## config.mk

```make
export PLATFORM = sky130hd
export DESIGN_NAME = rdma_rc_pdu_builder
export DESIGN_NICKNAME = d
export VERILOG_FILES = /design/src/rtl/rdma_rc_pkg.sv /design/src/rtl/rdma_rc_opcode_check.sv /design/src/rtl/rdma_rc_pdu_builder.sv
export SDC_FILE = /design/constraint.sdc
export NUM_CORES = 1
export LEC_CHECK = 0
export ABC_AREA = 1
export ABC_CLOCK_PERIOD_IN_PS = 5200
export CAP_MARGIN = 40
export CORE_ASPECT_RATIO = 2
export CORE_MARGIN = 1.5
export CORE_UTILIZATION = 48
export CTS_CLUSTER_SIZE = 14
export DETAILED_ROUTE_END_ITERATION = 8
export PLACE_DENSITY = 0.87
export SETUP_SLACK_MARGIN = 0.05
export SYNTH_ARGS = -nofsm -noshare
export SYNTH_HDL_FRONTEND = slang
export SYNTH_SLANG_ARGS = --single-unit
```

## constraint.sdc

```tcl
create_clock -name clk -period 5.2 [get_ports clk]
set_input_delay 1.04 -clock clk [delete_from_list [all_inputs] [get_ports clk]]
set_output_delay 1.04 -clock clk [all_outputs]
set_load 0.05 [all_outputs]
```

## src/rtl/rdma_rc_pkg.sv

```systemverilog
// ---------------------------------------------------------------------------
// rdma_rc_pkg
//
// Definitions shared by the RDMA RC transmit PDU builder and the receive-side
// PDU parser. Both ends of the link must agree on these encodings.
//
// Contents:
//   - QP state encodings, matching the QP FSM.
//   - Opcode class boundaries (data, control, reserved).
//   - Header field offsets and a packed header type whose field order is the
//     on-wire bit order of the 64-bit header beat.
//   - Transmit FSM state type.
// ---------------------------------------------------------------------------
package rdma_rc_pkg;

  // Encodings driven by the QP state machine. Codes not listed here are
  // never produced by that FSM, and every checker treats them as
  // "not allowed to transmit".
  typedef enum logic [2:0] {
    QP_RESET = 3'b000,
    QP_INIT  = 3'b001,
    QP_RTR   = 3'b010,
    QP_RTS   = 3'b011,
    QP_ERROR = 3'b111
  } qp_state_e;

  localparam int OPCODE_W = 8;
  localparam int QPN_W    = 16;
  localparam int PSN_W    = 24;
  localparam int LEN_W    = 8;
  localparam int HDR_W    = 64;

  // Opcode classes. Data opcodes may only go out once the QP is in RTS.
  // Control opcodes are used for connection bring-up and are only sent in
  // RTR. The upper half of the opcode space is reserved.
  localparam logic [OPCODE_W-1:0] OPC_DATA_MAX = 8'h1F;
  localparam logic [OPCODE_W-1:0] OPC_CTRL_MIN = 8'h20;
  localparam logic [OPCODE_W-1:0] OPC_CTRL_MAX = 8'h7F;
  localparam logic [OPCODE_W-1:0] OPC_RSVD_MIN = 8'h80;

  // Bit offsets of the header fields inside the header beat. The parser
  // slices the header with these, so they must not drift from the struct
  // below.
  localparam int HDR_OPCODE_LSB = 56;
  localparam int HDR_RSVD_LSB   = 48;
  localparam int HDR_QPN_LSB    = 32;
  localparam int HDR_PSN_LSB    = 8;
  localparam int HDR_LEN_LSB    = 0;

  // Header beat, MSB first: opcode, reserved zero byte, remote QPN, PSN,
  // payload beat count.
  typedef struct packed {
    logic [OPCODE_W-1:0] opcode;
    logic [7:0]          rsvd;
    logic [QPN_W-1:0]    qpn;
    logic [PSN_W-1:0]    psn;
    logic [LEN_W-1:0]    len;
  } pdu_hdr_t;

  // Transmit sequencing: waiting for a request, presenting the header,
  // passing payload through.
  typedef enum logic [1:0] {
    TX_IDLE = 2'd0,
    TX_HDR  = 2'd1,
    TX_PAY  = 2'd2
  } tx_state_e;

  // Assembles a header beat. The reserved byte is always driven to zero so
  // the receiver can treat a non-zero value as corruption.
  function automatic pdu_hdr_t pack_header(
    input logic [OPCODE_W-1:0] opcode,
    input logic [QPN_W-1:0]    qpn,
    input logic [PSN_W-1:0]    psn,
    input logic [LEN_W-1:0]    len
  );
    pdu_hdr_t h;
    h.opcode = opcode;
    h.rsvd   = 8'h00;
    h.qpn    = qpn;
    h.psn    = psn;
    h.len    = len;
    return h;
  endfunction

endpackage

```

## src/rtl/rdma_rc_opcode_check.sv

```systemverilog
// ---------------------------------------------------------------------------
// rdma_rc_opcode_check
//
// Purely combinational legality check of an opcode against the QP state. The
// transmit builder uses it to reject send requests, and the receive path uses
// the same module to drop PDUs that arrive in the wrong state.
//
// Ports:
//   qp_state  in   3  current QP state (rdma_rc_pkg::qp_state_e encoding)
//   opcode    in   8  opcode under test
//   legal     out  1  opcode may be sent/received in this QP state
// ---------------------------------------------------------------------------
module rdma_rc_opcode_check
  import rdma_rc_pkg::*;
(
  input  logic [2:0]          qp_state,
  input  logic [OPCODE_W-1:0] opcode,
  output logic                legal
);

  logic is_data;
  logic is_ctrl;
  logic is_rsvd;

  // Classify the opcode. Data opcodes start at zero, so only their upper
  // bound needs a compare.
  always_comb begin
    is_data = (opcode <= OPC_DATA_MAX);
    is_ctrl = (opcode >= OPC_CTRL_MIN) && (opcode <= OPC_CTRL_MAX);
    is_rsvd = (opcode >= OPC_RSVD_MIN);
  end

  // Data traffic is only allowed in RTS and control traffic only in RTR.
  // Every other state, including unused encodings, rejects everything.
  // Reserved opcodes are rejected explicitly so the rule still holds if the
  // class boundaries are ever widened.
  always_comb begin
    legal = 1'b0;
    if (!is_rsvd) begin
      if (qp_state == QP_RTS) begin
        legal = is_data;
      end else if (qp_state == QP_RTR) begin
        legal = is_ctrl;
      end
    end
  end

endmodule

```

## src/rtl/rdma_rc_pdu_builder.sv

```systemverilog
// ---------------------------------------------------------------------------
// rdma_rc_pdu_builder
//
// Transmit-side PDU assembler for the RDMA RC datapath. It accepts a send
// request from the QP scheduler and rejects it if the opcode is not allowed in
// the current QP state. An accepted request is stamped with the remote QPN and
// the next PSN. The block then streams one registered header beat followed by
// req_len payload beats. Payload beats pass through combinationally from the
// payload source to the physical layer.
//
// Ports:
//   clk, rst_n                  clock, asynchronous active-low reset
//   qp_state     in   3         QP state, sampled only when a request is accepted
//   remote_qpn   in   QPN       destination QPN, sampled only at accept
//   psn_load     in   1         load the PSN counter from psn_init (idle only)
//   psn_init     in   PSN       PSN load value
//   req_valid    in   1         send request valid
//   req_ready    out  1         request accepted when req_valid and req_ready
//   req_opcode   in   OPCODE    requested opcode
//   req_len      in   LEN       payload beats after the header
//   pay_data     in   DATA      payload beat
//   pay_valid    in   1         payload beat valid
//   pay_ready    out  1         payload beat consumed
//   pdu_data     out  DATA      PDU beat toward the physical layer
//   pdu_valid    out  1         PDU beat valid
//   pdu_ready    in   1         downstream accepts the beat
//   pdu_last     out  1         final beat of the PDU
//   req_err      out  1         one-cycle pulse after a rejected request
//   tx_done      out  1         one-cycle pulse after the last beat was sent
//   next_psn     out  PSN       PSN that the next PDU will carry
// ---------------------------------------------------------------------------
module rdma_rc_pdu_builder
  import rdma_rc_pkg::*;
#(
  parameter int QPN_WIDTH    = 16,
  parameter int PSN_WIDTH    = 24,
  parameter int OPCODE_WIDTH = 8,
  parameter int DATA_WIDTH   = 64,
  parameter int LEN_WIDTH    = 8
) (
  input  logic                    clk,
  input  logic                    rst_n,
  input  logic [2:0]              qp_state,
  input  logic [QPN_WIDTH-1:0]    remote_qpn,
  input  logic                    psn_load,
  input  logic [PSN_WIDTH-1:0]    psn_init,
  input  logic                    req_valid,
  output logic                    req_ready,
  input  logic [OPCODE_WIDTH-1:0] req_opcode,
  input  logic [LEN_WIDTH-1:0]    req_len,
  input  logic [DATA_WIDTH-1:0]   pay_data,
  input  logic                    pay_valid,
  output logic                    pay_ready,
  output logic [DATA_WIDTH-1:0]   pdu_data,
  output logic                    pdu_valid,
  input  logic                    pdu_ready,
  output logic                    pdu_last,
  output logic                    req_err,
  output logic                    tx_done,
  output logic [PSN_WIDTH-1:0]    next_psn
);

  tx_state_e             state_q, state_d;
  pdu_hdr_t              hdr_q, hdr_d;
  logic [LEN_WIDTH-1:0]  cnt_q, cnt_d;
  logic [PSN_WIDTH-1:0]  psn_q, psn_d;
  logic                  req_err_q, req_err_d;
  logic                  tx_done_q, tx_done_d;
  logic                  alive_q;
  logic                  req_legal;
  logic                  final_beat;

  // The same checker the receive path uses, so both directions always agree
  // on which opcodes are allowed in which QP state.
  rdma_rc_opcode_check u_opcode_check (
    .qp_state (qp_state),
    .opcode   (req_opcode),
    .legal    (req_legal)
  );

  // State and datapath registers. alive_q is low throughout reset and for
  // the first edge after release. It keeps req_ready low while in reset
  // without feeding rst_n into the datapath logic.
  always_ff @(posedge clk or negedge rst_n) begin
    if (!rst_n) begin
      state_q   <= TX_IDLE;
      hdr_q     <= '0;
      cnt_q     <= '0;
      psn_q     <= '0;
      req_err_q <= 1'b0;
      tx_done_q <= 1'b0;
      alive_q   <= 1'b0;
    end else begin
      state_q   <= state_d;
      hdr_q     <= hdr_d;
      cnt_q     <= cnt_d;
      psn_q     <= psn_d;
      req_err_q <= req_err_d;
      tx_done_q <= tx_done_d;
      alive_q   <= 1'b1;
    end
  end

  // Next-state and output decode.
  //
  // IDLE: a PSN load takes priority and closes the request port for that
  // cycle. A request is accepted only when no load is pending. The header is
  // built from the current PSN counter, so the counter only needs to move
  // once the PDU has actually left.
  //
  // HDR: the registered header is held until downstream takes it. A
  // zero-length PDU ends here.
  //
  // PAY: payload is a straight combinational pass-through, so stalls on
  // either side propagate immediately. The counter tracks the beats still
  // owed, and pdu_last is raised when one beat remains.
  //
  // Completion from either state advances the PSN, which wraps naturally at
  // the counter width, and raises tx_done for one cycle.
  always_comb begin
    state_d    = state_q;
    hdr_d      = hdr_q;
    cnt_d      = cnt_q;
    psn_d      = psn_q;
    req_err_d  = 1'b0;
    tx_done_d  = 1'b0;
    final_beat = 1'b0;
    req_ready  = 1'b0;
    pay_ready  = 1'b0;
    pdu_valid  = 1'b0;
    pdu_last   = 1'b0;
    pdu_data   = '0;

    case (state_q)
      TX_IDLE: begin
        req_ready = alive_q && !psn_load;
        if (psn_load) begin
          psn_d = psn_init;
        end else if (req_valid && alive_q) begin
          if (req_legal) begin
            hdr_d   = pack_header(req_opcode, remote_qpn, psn_q, req_len);
            state_d = TX_HDR;
          end else begin
            req_err_d = 1'b1;
          end
        end
      end

      TX_HDR: begin
        pdu_valid = 1'b1;
        pdu_data  = DATA_WIDTH'(hdr_q);
        pdu_last  = (hdr_q.len == '0);
        if (pdu_ready) begin
          if (hdr_q.len == '0) begin
            state_d    = TX_IDLE;
            final_beat = 1'b1;
          end else begin
            state_d = TX_PAY;
            cnt_d   = hdr_q.len;
          end
        end
      end

      TX_PAY: begin
        pdu_valid = pay_valid;
        pdu_data  = pay_data;
        pay_ready = pdu_ready;
        pdu_last  = (cnt_q == LEN_WIDTH'(1));
        if (pay_valid && pdu_ready) begin
          cnt_d = cnt_q - LEN_WIDTH'(1);
          if (cnt_q == LEN_WIDTH'(1)) begin
            state_d    = TX_IDLE;
            final_beat = 1'b1;
          end
        end
      end

      default: begin
        state_d = TX_IDLE;
      end
    endcase

    if (final_beat) begin
      psn_d     = psn_q + PSN_WIDTH'(1);
      tx_done_d = 1'b1;
    end
  end

  // Status outputs come straight from their registers, so both pulses land
  // in the cycle after the event that caused them.
  always_comb begin
    req_err  = req_err_q;
    tx_done  = tx_done_q;
    next_psn = psn_q;
  end

endmodule

```

==> results of run 1 <==
==> cell families (layout without fill, tap and decap cells) <==
kind of cell,count (synthesis),count (layout),share of synthesized area
AOI/OAI and AO/OA,135,135,0.171
DFF,93,93,0.413
buffers and inverters,116,319,0.0913
xor gates and xnor gates,16,16,0.0249
other,1,1,0.000666
and+or+nand+nor,382,382,0.286
adders and majority gates,6,6,0.0133
==> worst min-delay path by stage <==
stage / endpoint / slack, ns / cells past startpoint
3_3_place_gp: hdr_q[59] / 0.46 / 2
4_1_cts: hdr_q[59] / 0.49 / 2
2_1_floorplan: hdr_q[32] / 0.45 / 2
3_5_place_dp: hdr_q[59] / 0.47 / 2
5_1_grt: hdr_q[59] / 0.51 / 2
6_report: hdr_q[59] / 0.49 / 2
==> area by class of cell <==
cell class,instances,share of cell area
clock buffer,11,0.0298
inverter,74,0.0342
timing repair buffer,229,0.280
sequential,93,0.286
clock inverter,5,0.00445
tap,142,0.0218
multi-input combinational,540,0.344
==> flip-flops by register name, summed over array words and instances (netlist names) <==
signal and count:
tx_done 1, alive_q 1, state_q 2, hdr_q 56
req_err 1, next_psn 24, cnt_q 8
==> power by group <==
group / internal, mW / switching (mW) / leakage (nW) / total, mW
Sequential: 0.943 / 0.271 / 1.21 / 1.21
Clock: 0.337 / 0.281 / 0.128 / 0.618
Combinational: 0.749 / 1.54 / 2.40 / 2.29
==> metal layers <==
layer,part of all wire,wire (um),up-vias
met4,0.037,680,0
met2,0.55,10200,265
li1,-,-,2840
met5,0,0,-
met1,0.35,6450,2776
met3,0.060,1100,48
==> layout by cell type (no fill, tap or decap), types with 2 or more instances in the layout <==
cell	synthesis	routed
a21oi_1	4	4
a32o_1	52	52
buf_4	2	8
clkbuf_16	0	9
clkdlybuf4s50_1	0	220
clkinv_2	1	2
clkinvlp_4	0	3
dfrtp_1	93	93
ha_1	6	4
ha_2	0	2
inv_1	71	70
inv_2	2	3
nand2_1	280	280
nand2_2	7	7
nand3_1	24	24
nand3_2	3	3
nand4_1	4	4
nor2_1	47	47
nor2_2	5	5
nor2_4	5	5
o211ai_1	2	2
o21ai_0	59	59
o21ai_1	12	12
o22ai_1	3	3
xor2_1	16	16
==> critical path, stage by stage, from the launching register on <==
cell             delay (ns)
dfrtp_1                0.40
inv_1                  0.09
ha_1                   0.41
nand2_1                0.30
inv_2                  0.45
buf_4                  0.37
a32o_1                 0.19
clkdlybuf4s50_1        0.81
==> qor.csv, run 1 <==
metric,value,unit
finalPower,4.12,mW
synth_top_area_cell,dfrtp_1,
path_class,reg2out,
setup_viol,0,
synth_area,5630,sq um
overflow,0,
startpoint,state_q[0],
drt-total-wl,18.4,mm
rows,55,
initial_core_util,0.496,
gp_congestion,0.925,
status,finished clean,
path_clk_slew,0.07,ns
finClkSkew,0.00774,ns
synth_top_area_frac,0.413,
fin_setup_tns,0,ns
routedWlPerCell,16.9,um
drive_above_1_share,0.0599,
drtPass1Iterations,5,
drt-initial-drc-count,501,
fin_crit_sh,0.855,
viasPerCell,5.42,
finalHoldViolations,0,
syn_inst,749,
dpl_cell_area,7870,sq um
critPathCapture,pdu_data[18],
yosysSeqAreaShare,0.413,
arrival,3.40,ns
max_slew_margin,0.452,
grt_busiest_layer,met2,
diodes,0,
synthDistinctLibCells,35,
hold_slack,0.488,ns
cts_resized,0,
multi_input_area,2810,sq um
fill_cells,911,
use_met3,0.0450,
pin_count,223,
clockRootBuffer,clkbuf_16,
yosysWarnings,0,
cts_buffers,9,
cts_buffer_depth,2,
end_kind,primary output,
antenna_found_initial,0,
syn2layout_area_growth,44.7,%
r2r_slack,2.61,ns
rsz0062_at_grt,no,
io_buffers,222,
post_cts_buffers,0,
crit_fanout,28,
dieArea,12400,sq um
r2r_cells,8,
final_nets,1082,
grt_max_degree,75,
synth-seq-cells,93,
r2r-end,hdr_q[2],
htreeDepth,3,
grt_pass1_wl,28.3,mm
drv_slew,0,
drtAntennaViolNets,0,
dp_hpwl,14.1,mm
synth-edff-count,0,
die_w,79.6,um
use_met1,0.315,
ir_drop,0.358,mV
hold_start,hdr_q[59],
grt_use_met2,0.555,
fmax,0.225,GHz
dp.cells,1078,
tightest_slew,0.823,ns
ys.flop_type,dfrtp_1,
reg2reg_from,state_q[0],
num_vias,5929,
drc,0,
async_reset_ff_frac,1.00,
synth_common_cells,"280 x nand2_1, 93 x dfrtp_1, 71 x inv_1, 59 x o21ai_0, 52 x a32o_1",
power.leakage,3.73,nW
drv_cap,0,
die_height,156,um
grt.total_usage,0.297,
holdBufCountCts,0,
synth_nets,884,
worst_slack,0.756,ns
yosysMostFrequentCell,nand2_1,
regArea,2330,sq um
p_per_area,506,nW/um^2
final_util,0.718,
clock_latency,0.35,ns
fin_cells,1094,
syn_area_per_cell,7.52,sq um
final_cell_area,8150,sq um
ys_top_cells_by_area,"dfrtp_1 41%, nand2_1 19%, a32o_1 9.2%, o21ai_0 5.2%, inv_1 4.7%",
place_ws,1.14,ns
tritoncts,yes,
clkSinkCount,93,
worst_ep_required_time,4.16,ns
hold_path.class,reg2reg,
critical_path.startpoint_type,flip-flop,
grt_pass1_vias,5713,
core_area,11400,sq um
fin_crit,4.44,ns
Note: power is estimated with default switching activity, not from simulation.
==> run 2: changes to the inputs <==
CAP_MARGIN = 5   (was 40)
CTS_CLUSTER_DIAMETER = 60   (was unset)
==> run 2 against run 1 <==
  * Via count is 0.52% lower
  * Fmax is 0.49% lower
  * Count of clock-buffer cells in the layout is 1 lower
  * Register-to-register slack worse by 0.17 ns
  * Wire length is 0.88% higher
  * Total power hardly changed
  * Critical path depth stayed put
  * First-iteration DRC count is 4.6% lower
  * Combinational power hardly changed
  * Worst setup slack worse by 0.022 ns
  * Sequential power hardly changed
==> qor.csv, run 2 (same netlist as run 1, synthesis figures left out) <==
metric,value,unit,change
status,finished clean,,unchanged
clockRootBuffer,clkbuf_16,,unchanged
intPower,2.02,mW,was 2.03 mW
antenna_found_initial,0,,unchanged
grt_pass1_wl,28.5,mm,was 28.3 mm
tritoncts,yes,,unchanged
swShare,0.510,,was 0.508
path_class,reg2out,,unchanged
grt.total_usage,0.299,,was 0.297
clkSinkCount,93,,unchanged
pin_count,223,,unchanged
cts_buffers,9,,unchanged
drv_slew,0,,unchanged
dp.cells,1077,,was 1078
htreeDepth,3,,unchanged
cts_buffer_depth,2,,unchanged
rsz0062_at_grt,no,,unchanged
finalHoldViolations,0,,unchanged
post_cts_buffers,0,,unchanged
regMostFlops,hdr_q,,unchanged
ir_drop,0.374,mV,was 0.358 mV
regArea,2330,sq um,unchanged
core_area,11400,sq um,unchanged
die_height,156,um,unchanged
finClkSkew,0.00836,ns,was 0.00774 ns
fin_crit,4.47,ns,was 4.44 ns
clkPwrFrac,0.153,,was 0.150
critical_path.startpoint_type,flip-flop,,unchanged
diodes,0,,unchanged
largest_reg_flops,56,,unchanged
hold_path.class,reg2reg,,unchanged
fin_crit_sh,0.859,,was 0.855
die_w,79.6,um,unchanged
power_frac_seq,0.294,,was 0.295
drtAntennaViolNets,0,,unchanged
num_vias,5898,,was 5929
dp_hpwl,14.0,mm,was 14.1 mm
drt-total-wl,18.6,mm,was 18.4 mm
grt_pass1_vias,5699,,was 5713
multi_input_area,2810,sq um,unchanged
fmax,0.224,GHz,was 0.225 GHz
clock_latency,0.35,ns,about the same
setup_viol,0,,unchanged
max_slew_margin,0.278,,was 0.452
worst_ep_required_time,4.16,ns,about the same
viasPerCell,5.40,,was 5.42
finalPower,4.12,mW,about the same
cts_resized,0,,unchanged
arrival,3.43,ns,was 3.40 ns
drv_cap,0,,unchanged
fin_cells,1093,,was 1094
end_kind,primary output,,unchanged
switchingPower,2.10,mW,was 2.09 mW
holdBufCountCts,0,,unchanged
initial_core_util,0.496,,unchanged
final_common_cell,nand2_1,,unchanged
tightest_slew,1.08,ns,was 0.823 ns
drc,0,,unchanged
drive_above_1_share,0.0599,,about the same
crit_fanout,28,,unchanged
power.leakage,3.72,nW,was 3.73 nW
overflow,0,,unchanged
p_per_area,506,nW/um^2,about the same
gp_congestion,0.925,,unchanged
combPwrFrac,0.552,,was 0.555
syn2layout_area_growth,44.5,%,was 44.7%
grt_max_degree,75,,unchanged
dieArea,12400,sq um,unchanged
drt-initial-drc-count,478,,was 501
drtPass1Iterations,5,,unchanged
rows,55,,unchanged
io_buffers,222,,unchanged
routedWlPerCell,17.0,um,was 16.9 um
final_cell_mix,"280 x nand2_1, 220 x clkdlybuf4s50_1, 93 x dfrtp_1",,unchanged
fill_cells,943,,was 911
fin_setup_tns,0,ns,unchanged
path_clk_slew,0.07,ns,about the same
final_nets,1081,,was 1082
## run 2: cell types whose count changed in the layout (fill, tap and decap cells not counted)
cell,delta
clkinv_2,-1
inv_6,+1
clkinvlp_4,+1
buf_12,-1
clkbuf_1,-1
## run 2: worst max-delay path, cell delays in order (launching register included)
cell	delay, ns
dfrtp_1	0.41
inv_1	0.09
ha_1	0.42
nand2_1	0.30
inv_2	0.45
buf_4	0.38
a32o_1	0.20
clkdlybuf4s50_1	0.81
## run 2: path summary, 6_finish.rpt
check                      startpoint            to  slack [ns]  cells after the start
max                        state_q[0]  pdu_data[18]        0.73                      7
min                         hdr_q[59]     hdr_q[59]        0.49                      2
max reg2reg                state_q[1]   next_psn[7]        2.44                      8
min reg2reg                 hdr_q[59]     hdr_q[59]        0.49                      2
max in group asynchronous       rst_n      hdr_q[3]        3.43                      2
min in group asynchronous       rst_n       alive_q        0.61                      1
## run 2: final cells by class
| class | instances | share of cell area |
|---|---|---|
| Clock inverter | 6 | 0.00584 |
| Sequential cell | 93 | 0.286 |
| Multi-Input combinational cell | 540 | 0.345 |
| Inverter | 74 | 0.0343 |
| Tap cell | 142 | 0.0218 |
| Clock buffer | 10 | 0.0294 |
| Timing Repair Buffer | 228 | 0.278 |
## run 2: layer usage
metal  wire, um  share of wire  global-route usage
met2      10200           0.55               0.557
met5          0              0                   0
met3       1130          0.061              0.0509
met1       6670           0.36               0.321
met4        626          0.034               0.127
## run 2: metrics by stage
step           cell area [sq um]  hold slack (ns)   util  worst slack, ns
2_1_floorplan               5630            0.450      -             1.99
3_3_place_gp                7850            0.464  0.691             1.23
3_5_place_dp                7850            0.471  0.691             1.14
4_1_cts                     8140            0.488  0.717            0.771
5_1_grt                     8140            0.503  0.717            0.589
6_report                    8140            0.488  0.717            0.735
## run 2: power groups by stage
| stage | logic, mW | clock network [mW] | registers, mW |
|---|---|---|---|
| finish | 2.28 | 0.632 | 1.21 |
| global route | 2.43 | 0.671 | 1.24 |
| CTS | 2.27 | 0.637 | 1.21 |
| detailed placement | 2.26 | 0 | 1.21 |
| global placement | 2.21 | 0 | 1.21 |
| floorplan | 1.30 | 0 | 1.44 |
==> run 3: changes to the inputs <==
CORE_UTILIZATION = 55   (was 48)
DONT_BUFFER_PORTS = 1   (was unset)
PLACE_DENSITY = 0.7   (was 0.87)
SKIP_CTS_REPAIR_TIMING = 1   (was unset)
SYNTH_HIERARCHICAL = 1   (was unset)
==> run 3 against run 2 <==
  * Cell area decreased by 27%
  * Global-route usage decreased by 1.4 points
  * Wire length decreased by 18%
  * Highest routed layer unchanged
==> qor.csv, run 3 <==
metric,value,unit,change
htreeDepth,3,,unchanged
grt.total_usage,0.285,,was 0.299
combPwrFrac,0.417,,was 0.552
synth-edff-count,0,,unchanged
fin_crit,3.97,ns,was 4.47 ns
power.leakage,2.85,nW,was 3.72 nW
power_frac_seq,0.402,,was 0.294
drc,0,,unchanged
switchingPower,2.06,mW,was 2.10 mW
dp_hpwl,11.3,mm,was 14.0 mm
cts_buffers,9,,unchanged
crit_path_cell_trace,"inv_1, ha_2, buf_4, nand2_1, a21oi_1",,"was inv_1, ha_1, nand2_1, inv_2, buf_4, a32o_1, clkdlybuf4s50_1"
drv_cap,0,,unchanged
worst_ep_required_time,4.16,ns,about the same
dp.cells,880,,was 1077
synth_area,5620,sq um,was 5630 sq um
dpl_cell_area,5630,sq um,was 7850 sq um
critPathTopFamily,compound AO/OA/AOI/OAI gates,,was buffers and inverters
drtPass1Iterations,7,,was 5
grt_pass1_wl,23.8,mm,was 28.5 mm
async_reset_ff_frac,1.00,,unchanged
antenna_found_initial,0,,unchanged
clock_latency,0.34,ns,was 0.35 ns
tightest_slew,1.21,ns,was 1.08 ns
drv_slew,0,,unchanged
die_w,74.5,um,was 79.6 um
synthDistinctLibCells,32,,was 35
finalHoldViolations,0,,unchanged
drt-total-wl,15.3,mm,was 18.6 mm
arrival,2.93,ns,was 3.43 ns
swShare,0.554,,was 0.510
max_slew_margin,0.199,,was 0.278
critical_path.startpoint_type,flip-flop,,unchanged
regMostFlops,hdr_q,,unchanged
io_buffers,0,,was 222
routedWlPerCell,17.1,um,was 17.0 um
cts_buffer_depth,2,,unchanged
num_vias,4981,,was 5898
pin_count,223,,unchanged
drive_above_1_share,0.0907,,was 0.0599
synth_top_area_cell,dfrtp_1,,unchanged
finClkSkew,0.00664,ns,was 0.00836 ns
rsz0062_at_grt,no,,unchanged
hold_path.class,in2async,,was reg2reg
clkSinkCount,93,,unchanged
yosysWarnings,6,,was 0
final_cell_mix,"287 x nand2_1, 93 x dfrtp_1, 67 x a21oi_1",,"was 280 x nand2_1, 220 x clkdlybuf4s50_1, 93 x dfrtp_1"
synth-seq-cells,93,,unchanged
synth_top_area_frac,0.414,,was 0.413
path_class,reg2out,,unchanged
synth_common_cells,"288 x nand2_1, 93 x dfrtp_1, 67 x a21oi_1, 65 x inv_1, 50 x o21ai_0",,"was 280 x nand2_1, 93 x dfrtp_1, 71 x inv_1, 59 x o21ai_0, 52 x a32o_1"
syn_area_per_cell,7.18,sq um,was 7.52 sq um
largest_reg_flops,56,,unchanged
syn_inst,783,,was 749
fin_cells,896,,was 1093
ys.flop_type,dfrtp_1,,unchanged
fin_crit_sh,0.763,,was 0.859
fmax,0.252,GHz,was 0.224 GHz
overflow,0,,unchanged
grt_pass1_vias,4895,,was 5699
diodes,0,,unchanged
tritoncts,yes,,unchanged
viasPerCell,5.56,,was 5.40
drt-initial-drc-count,272,,was 478
yosysSeqAreaShare,0.414,,was 0.413
setup_viol,0,,unchanged
end_kind,primary output,,unchanged
ys_top_cells_by_area,"dfrtp_1 41%, nand2_1 19%, mux2_2 6.4%, a21oi_1 6.0%, o21ai_0 4.5%",,"was dfrtp_1 41%, nand2_1 19%, a32o_1 9.2%, o21ai_0 5.2%, inv_1 4.7%"
yosysMostFrequentCell,nand2_1,,unchanged
final_nets,891,,was 1081
rows,52,,was 55
final_cell_area,5930,sq um,was 8140 sq um
initial_core_util,0.561,,was 0.496
syn2layout_area_growth,5.48,%,was 44.5%
p_per_area,627,nW/um^2,was 506 nW/um^2
crit_fanout,47,,was 28
grt_max_degree,94,,was 75
gp_congestion,0.923,,was 0.925
slowest_stage,a21oi_1,,was clkdlybuf4s50_1
intPower,1.66,mW,was 2.02 mW
clkPwrFrac,0.181,,was 0.153
dieArea,10900,sq um,was 12400 sq um
status,finished clean,,unchanged
core_area,10000,sq um,was 11400 sq um
cpPeakStageDelay,0.87,ns,was 0.81 ns
drtAntennaViolNets,0,,unchanged
synth_nets,918,,was 884
fin_setup_tns,0,ns,unchanged
final_common_cell,nand2_1,,unchanged
die_height,146,um,was 156 um
final_util,0.592,,was 0.717
critPathBufInv,2,,was 4
path_clk_slew,0.07,ns,about the same
fill_cells,974,,was 943
ir_drop,0.372,mV,was 0.374 mV
clockRootBuffer,clkbuf_16,,unchanged
-- run 3: metal layers --
metal | share of wire | vias up | GRT usage
met1 | 0.37 | 2320 | 0.320
met3 | 0.056 | 33 | 0.0519
met2 | 0.54 | 208 | 0.513
li1 | - | 2420 | -
met5 | 0 | - | 0
met4 | 0.027 | 0 | 0.106
-- run 3: power by group through the flow --
stage	sequential, mW	combinational (mW)	clock (mW)
final	1.50	1.55	0.672
after CTS	1.49	1.55	0.684
after global routing	1.53	1.72	0.711
after global placement	1.50	1.51	0
after detailed placement	1.51	1.55	0
after floorplan	1.42	1.33	0
-- run 3: layout make-up --
cell class,instances,area (sq um),area share
tap,135,169,0.0285
sequential,93,2330,0.392
inverter,68,255,0.0430
clock buffer,10,229,0.0386
timing repair buffer,3,22.5,0.00380
multi-input combinational,581,2860,0.482
clock inverter,6,71.3,0.0120
-- run 3: cell families (layout without fill, tap and decap cells) --
| logic type | Yosys count | in the layout | share of synthesized area |
|---|---|---|---|
| adder cells (fa/ha/maj) | 6 | 6 | 0.0134 |
| other | 1 | 1 | 0.000667 |
| multiplexers | 32 | 32 | 0.0641 |
| flip-flops | 93 | 93 | 0.414 |
| buffers and inverters | 109 | 87 | 0.0795 |
| AO/OA/AOI/OAI | 124 | 124 | 0.112 |
| AND/OR/NAND/NOR | 401 | 401 | 0.290 |
| XOR/XNOR | 17 | 17 | 0.0265 |
-- run 3: stage by stage --
step / worst slack [ns] / hold slack, ns / total power [mW]
after CTS: 1.23 / 0.373 / 3.73
after detailed placement: 1.61 / 0.474 / 3.06
after global routing: 1.05 / 0.365 / 3.96
after floorplan: 2.10 / 0.453 / 2.76
after global placement: 1.66 / 0.465 / 3.01
final: 1.23 / 0.383 / 3.72
-- run 3: worst paths after layout --
| path | start | endpoint | slack (ns) | cells past startpoint |
|---|---|---|---|---|
| max | state_q[0] | pdu_data[62] | 1.23 | 5 |
| min in group clk | hdr_q[16] | hdr_q[16] | 0.49 | 2 |
| min reg2reg | hdr_q[16] | hdr_q[16] | 0.49 | 2 |
| max reg2reg | state_q[1] | next_psn[14] | 2.06 | 9 |
| min | rst_n | alive_q | 0.38 | 0 |
| max in group asynchronous | rst_n | hdr_q[31] | 4.63 | 0 |
-- run 3: worst reg2reg max path, stage by stage (launching register included) --
cell     delay, ns
dfrtp_1       0.40
inv_1         0.09
ha_2          0.91
nand3_1       0.21
nand2_2       0.16
nand2_2       0.54
inv_2         0.49
nand2_1       0.12
nand2_1       0.07
nand2_1       0.04
==> patch (config.mk and constraints of run 1) <==
Set the parameter `DATA_WIDTH` to 96 (it was 64).
--- a/src/rtl/rdma_rc_pdu_builder.sv
+++ b/src/rtl/rdma_rc_pdu_builder.sv
@@ -35,7 +35,7 @@
   parameter int QPN_WIDTH    = 16,
   parameter int PSN_WIDTH    = 24,
   parameter int OPCODE_WIDTH = 8,
-  parameter int DATA_WIDTH   = 64,
+  parameter int DATA_WIDTH   = 96,
   parameter int LEN_WIDTH    = 8
 ) (
   input  logic                    clk,
Interface: changed (resized pay_data and pdu_data); port bits go from 223 to 287. The function was not compared with the original's and may differ.
==> patch against run 1 <==
Sequential cell count unchanged. Non-clock buffer count increased by 66. Setup slack improved by 100 ps. Core utilization increased by 3.9 points. Critical endpoint is now pdu_data[28]. Synthesized area increased by 5.8%. Routed wire length increased by 14%. Total power increased by 8.7%. Cell area increased by 13%. Largest cell class unchanged.
==> patch: results (changes against run 1) <==
[outcome]
outcome=completed

[yosys]
async_reset_ff_share_pct=100  ; unchanged
synthFlopType=dfrtp_1
synthDistinctLibCells=30  ; -14%
ys_seq_area_share_pct=39.1  ; -2.3 points
synth_common_cells=448 x nand2_1, 94 x inv_1, 93 x dfrtp_1
syn-num-nets=1091  ; +23%
netlist_top_cells_area=dfrtp_1 39%, nand2_1 28%, inv_1 5.9%
syn_inst=924  ; +23%
yosysWarnings=0  ; unchanged

[cells_and_area]
layout-drive-gt1-share_pct=4.20  ; -1.8 points
antenna_cells=0  ; unchanged
regMostFlops=hdr_q
largest_reg_flops=56  ; unchanged
finalNetCount=1353  ; +25%
nFillCells=979  ; +7.5%

[setup_path]
crit_arrival_ps=3300  ; -100 ps
critPathMaxFanout=38  ; +36%

[clocking]
clk_latency_ps=350  ; about the same
clk_root_buffer_cell=clkbuf_16
path_clk_slew_ps=60
h-tree-depth=3  ; unchanged
clockBufferDepth=2  ; unchanged
numCtsBuffers=9  ; unchanged
cts_resized=0  ; unchanged
post_cts_buffers=0  ; unchanged

[global_routing]
grt_max_degree=76  ; +1.3%
grt_pass1_wl_um=32100  ; +14%
grt_pass1_vias=6523  ; +14%
grt_usage_pct=32.4  ; +2.7 points
antenna_found_initial=0  ; unchanged

[power_and_ir_drop]
p_sw_share_pct=52.7  ; +1.9 points
power_leakage_nw=4.34  ; +16%
ir_worst_vdd_v=0.000378  ; +5.4%

[worst_hold_path]
min_path_type=reg -> reg

[sta]
worstMarginPinSlew_ps=776  ; -46.3 ps
fin_skew_ps=10.4  ; +2.63 ps

[detailed_routing]
drt_iter0_markers=447  ; -11%
first_pass_iters=6  ; +1
num_vias=6834  ; +15%
drt-vias-per-instance=5.11  ; -5.8%
wl_per_cell_um=15.7  ; -7.1%

[placed_design]
dpl.hpwl_um=16300  ; +15%
place_area_mm2=0.00889  ; +13%
gp_congestion=0.963  ; +4.0%
place_inst=1322  ; +23%
port_buffers=286  ; +29%

[patch: cell types whose count changed after synthesis, sizes merged, moves of 9 or more]
cell	delta
nand2	+164
a21oi	+59
a32o	-52
inv	+22
o21ai	-10
nor2	-9
[patch: path summary, 6_finish.rpt]
kind | startpoint | end | slack [ps] | cells past startpoint
setup / recovery | state_q[1]$_DFFE_PN0P_ | pdu_data[28] | 860 | 6
hold / removal | hdr_q[56]$_DFFE_PN0P_ | hdr_q[56]$_DFFE_PN0P_ | 480 | 2
setup reg to reg | state_q[1]$_DFFE_PN0P_ | next_psn[20]$_DFFE_PN0P_ | 2810 | 8
hold reg to reg | hdr_q[56]$_DFFE_PN0P_ | hdr_q[56]$_DFFE_PN0P_ | 480 | 2
max in group asynchronous | rst_n | hdr_q[25]$_DFFE_PN0P_ | 3890 | 2
min in group asynchronous | rst_n | next_psn[20]$_DFFE_PN0P_ | 610 | 1
[patch: final cells by class]
type	count	area, µm²	share of cell area, %
multi-input cells	689	3050	33.2
repair buffers	295	2970	32.3
flip-flops and latches	93	2330	25.4
inverters	98	368	4.01
clock buffers	10	239	2.60
well taps	147	184	2.00
clock inverters	6	46.3	0.504
[patch: power by group through the flow]
stage	sequential, mW	clock [mW]	combinational (mW)
after floorplan	1.44	0	1.53
after global placement	1.20	0	2.59
after detailed placement	1.21	0	2.63
after CTS	1.20	0.635	2.65
after global routing	1.23	0.671	2.86
final	1.20	0.629	2.65
[patch: worst max-delay path, stage by stage, from the launching register on]
cell and delay [ps]:
dfrtp_1 410, inv_1 90, ha_2 690, buf_4 380, nand2_1 100, a21oi_1 390, clkdlybuf4s50_1 890
[patch: cell families (layout without fill, tap and decap cells)]
family | Yosys count | count (layout) | synth area share (%)
compound gates | 130 | 130 | 11.3
xor+xnor | 15 | 15 | 2.21
fa+ha+maj | 6 | 6 | 1.26
buf+inv | 142 | 409 | 10.0
flops | 93 | 93 | 39.1
other cells | 1 | 1 | 0.0629
simple gates | 537 | 537 | 36.1
[patch: metal layers]
layer | vias up | wire length [µm] | global-route usage [%]
met5 | - | 0 | 0
li1 | 3360 | - | -
met3 | 78 | 1410 | 5.51
met4 | 0 | 1290 | 19.6
met1 | 3105 | 7220 | 34.1
met2 | 291 | 11000 | 57.4
[patch: metrics by stage]
stage	hold slack, ps	total power, mW	worst slack, ps	util [%]
global placement	461	3.80	1350	72.8
finish	480	4.48	859	75.7
global route	513	4.76	723	75.7
detailed placement	465	3.84	1320	73.4
CTS	483	4.48	943	75.7
floorplan	449	2.97	2130	-
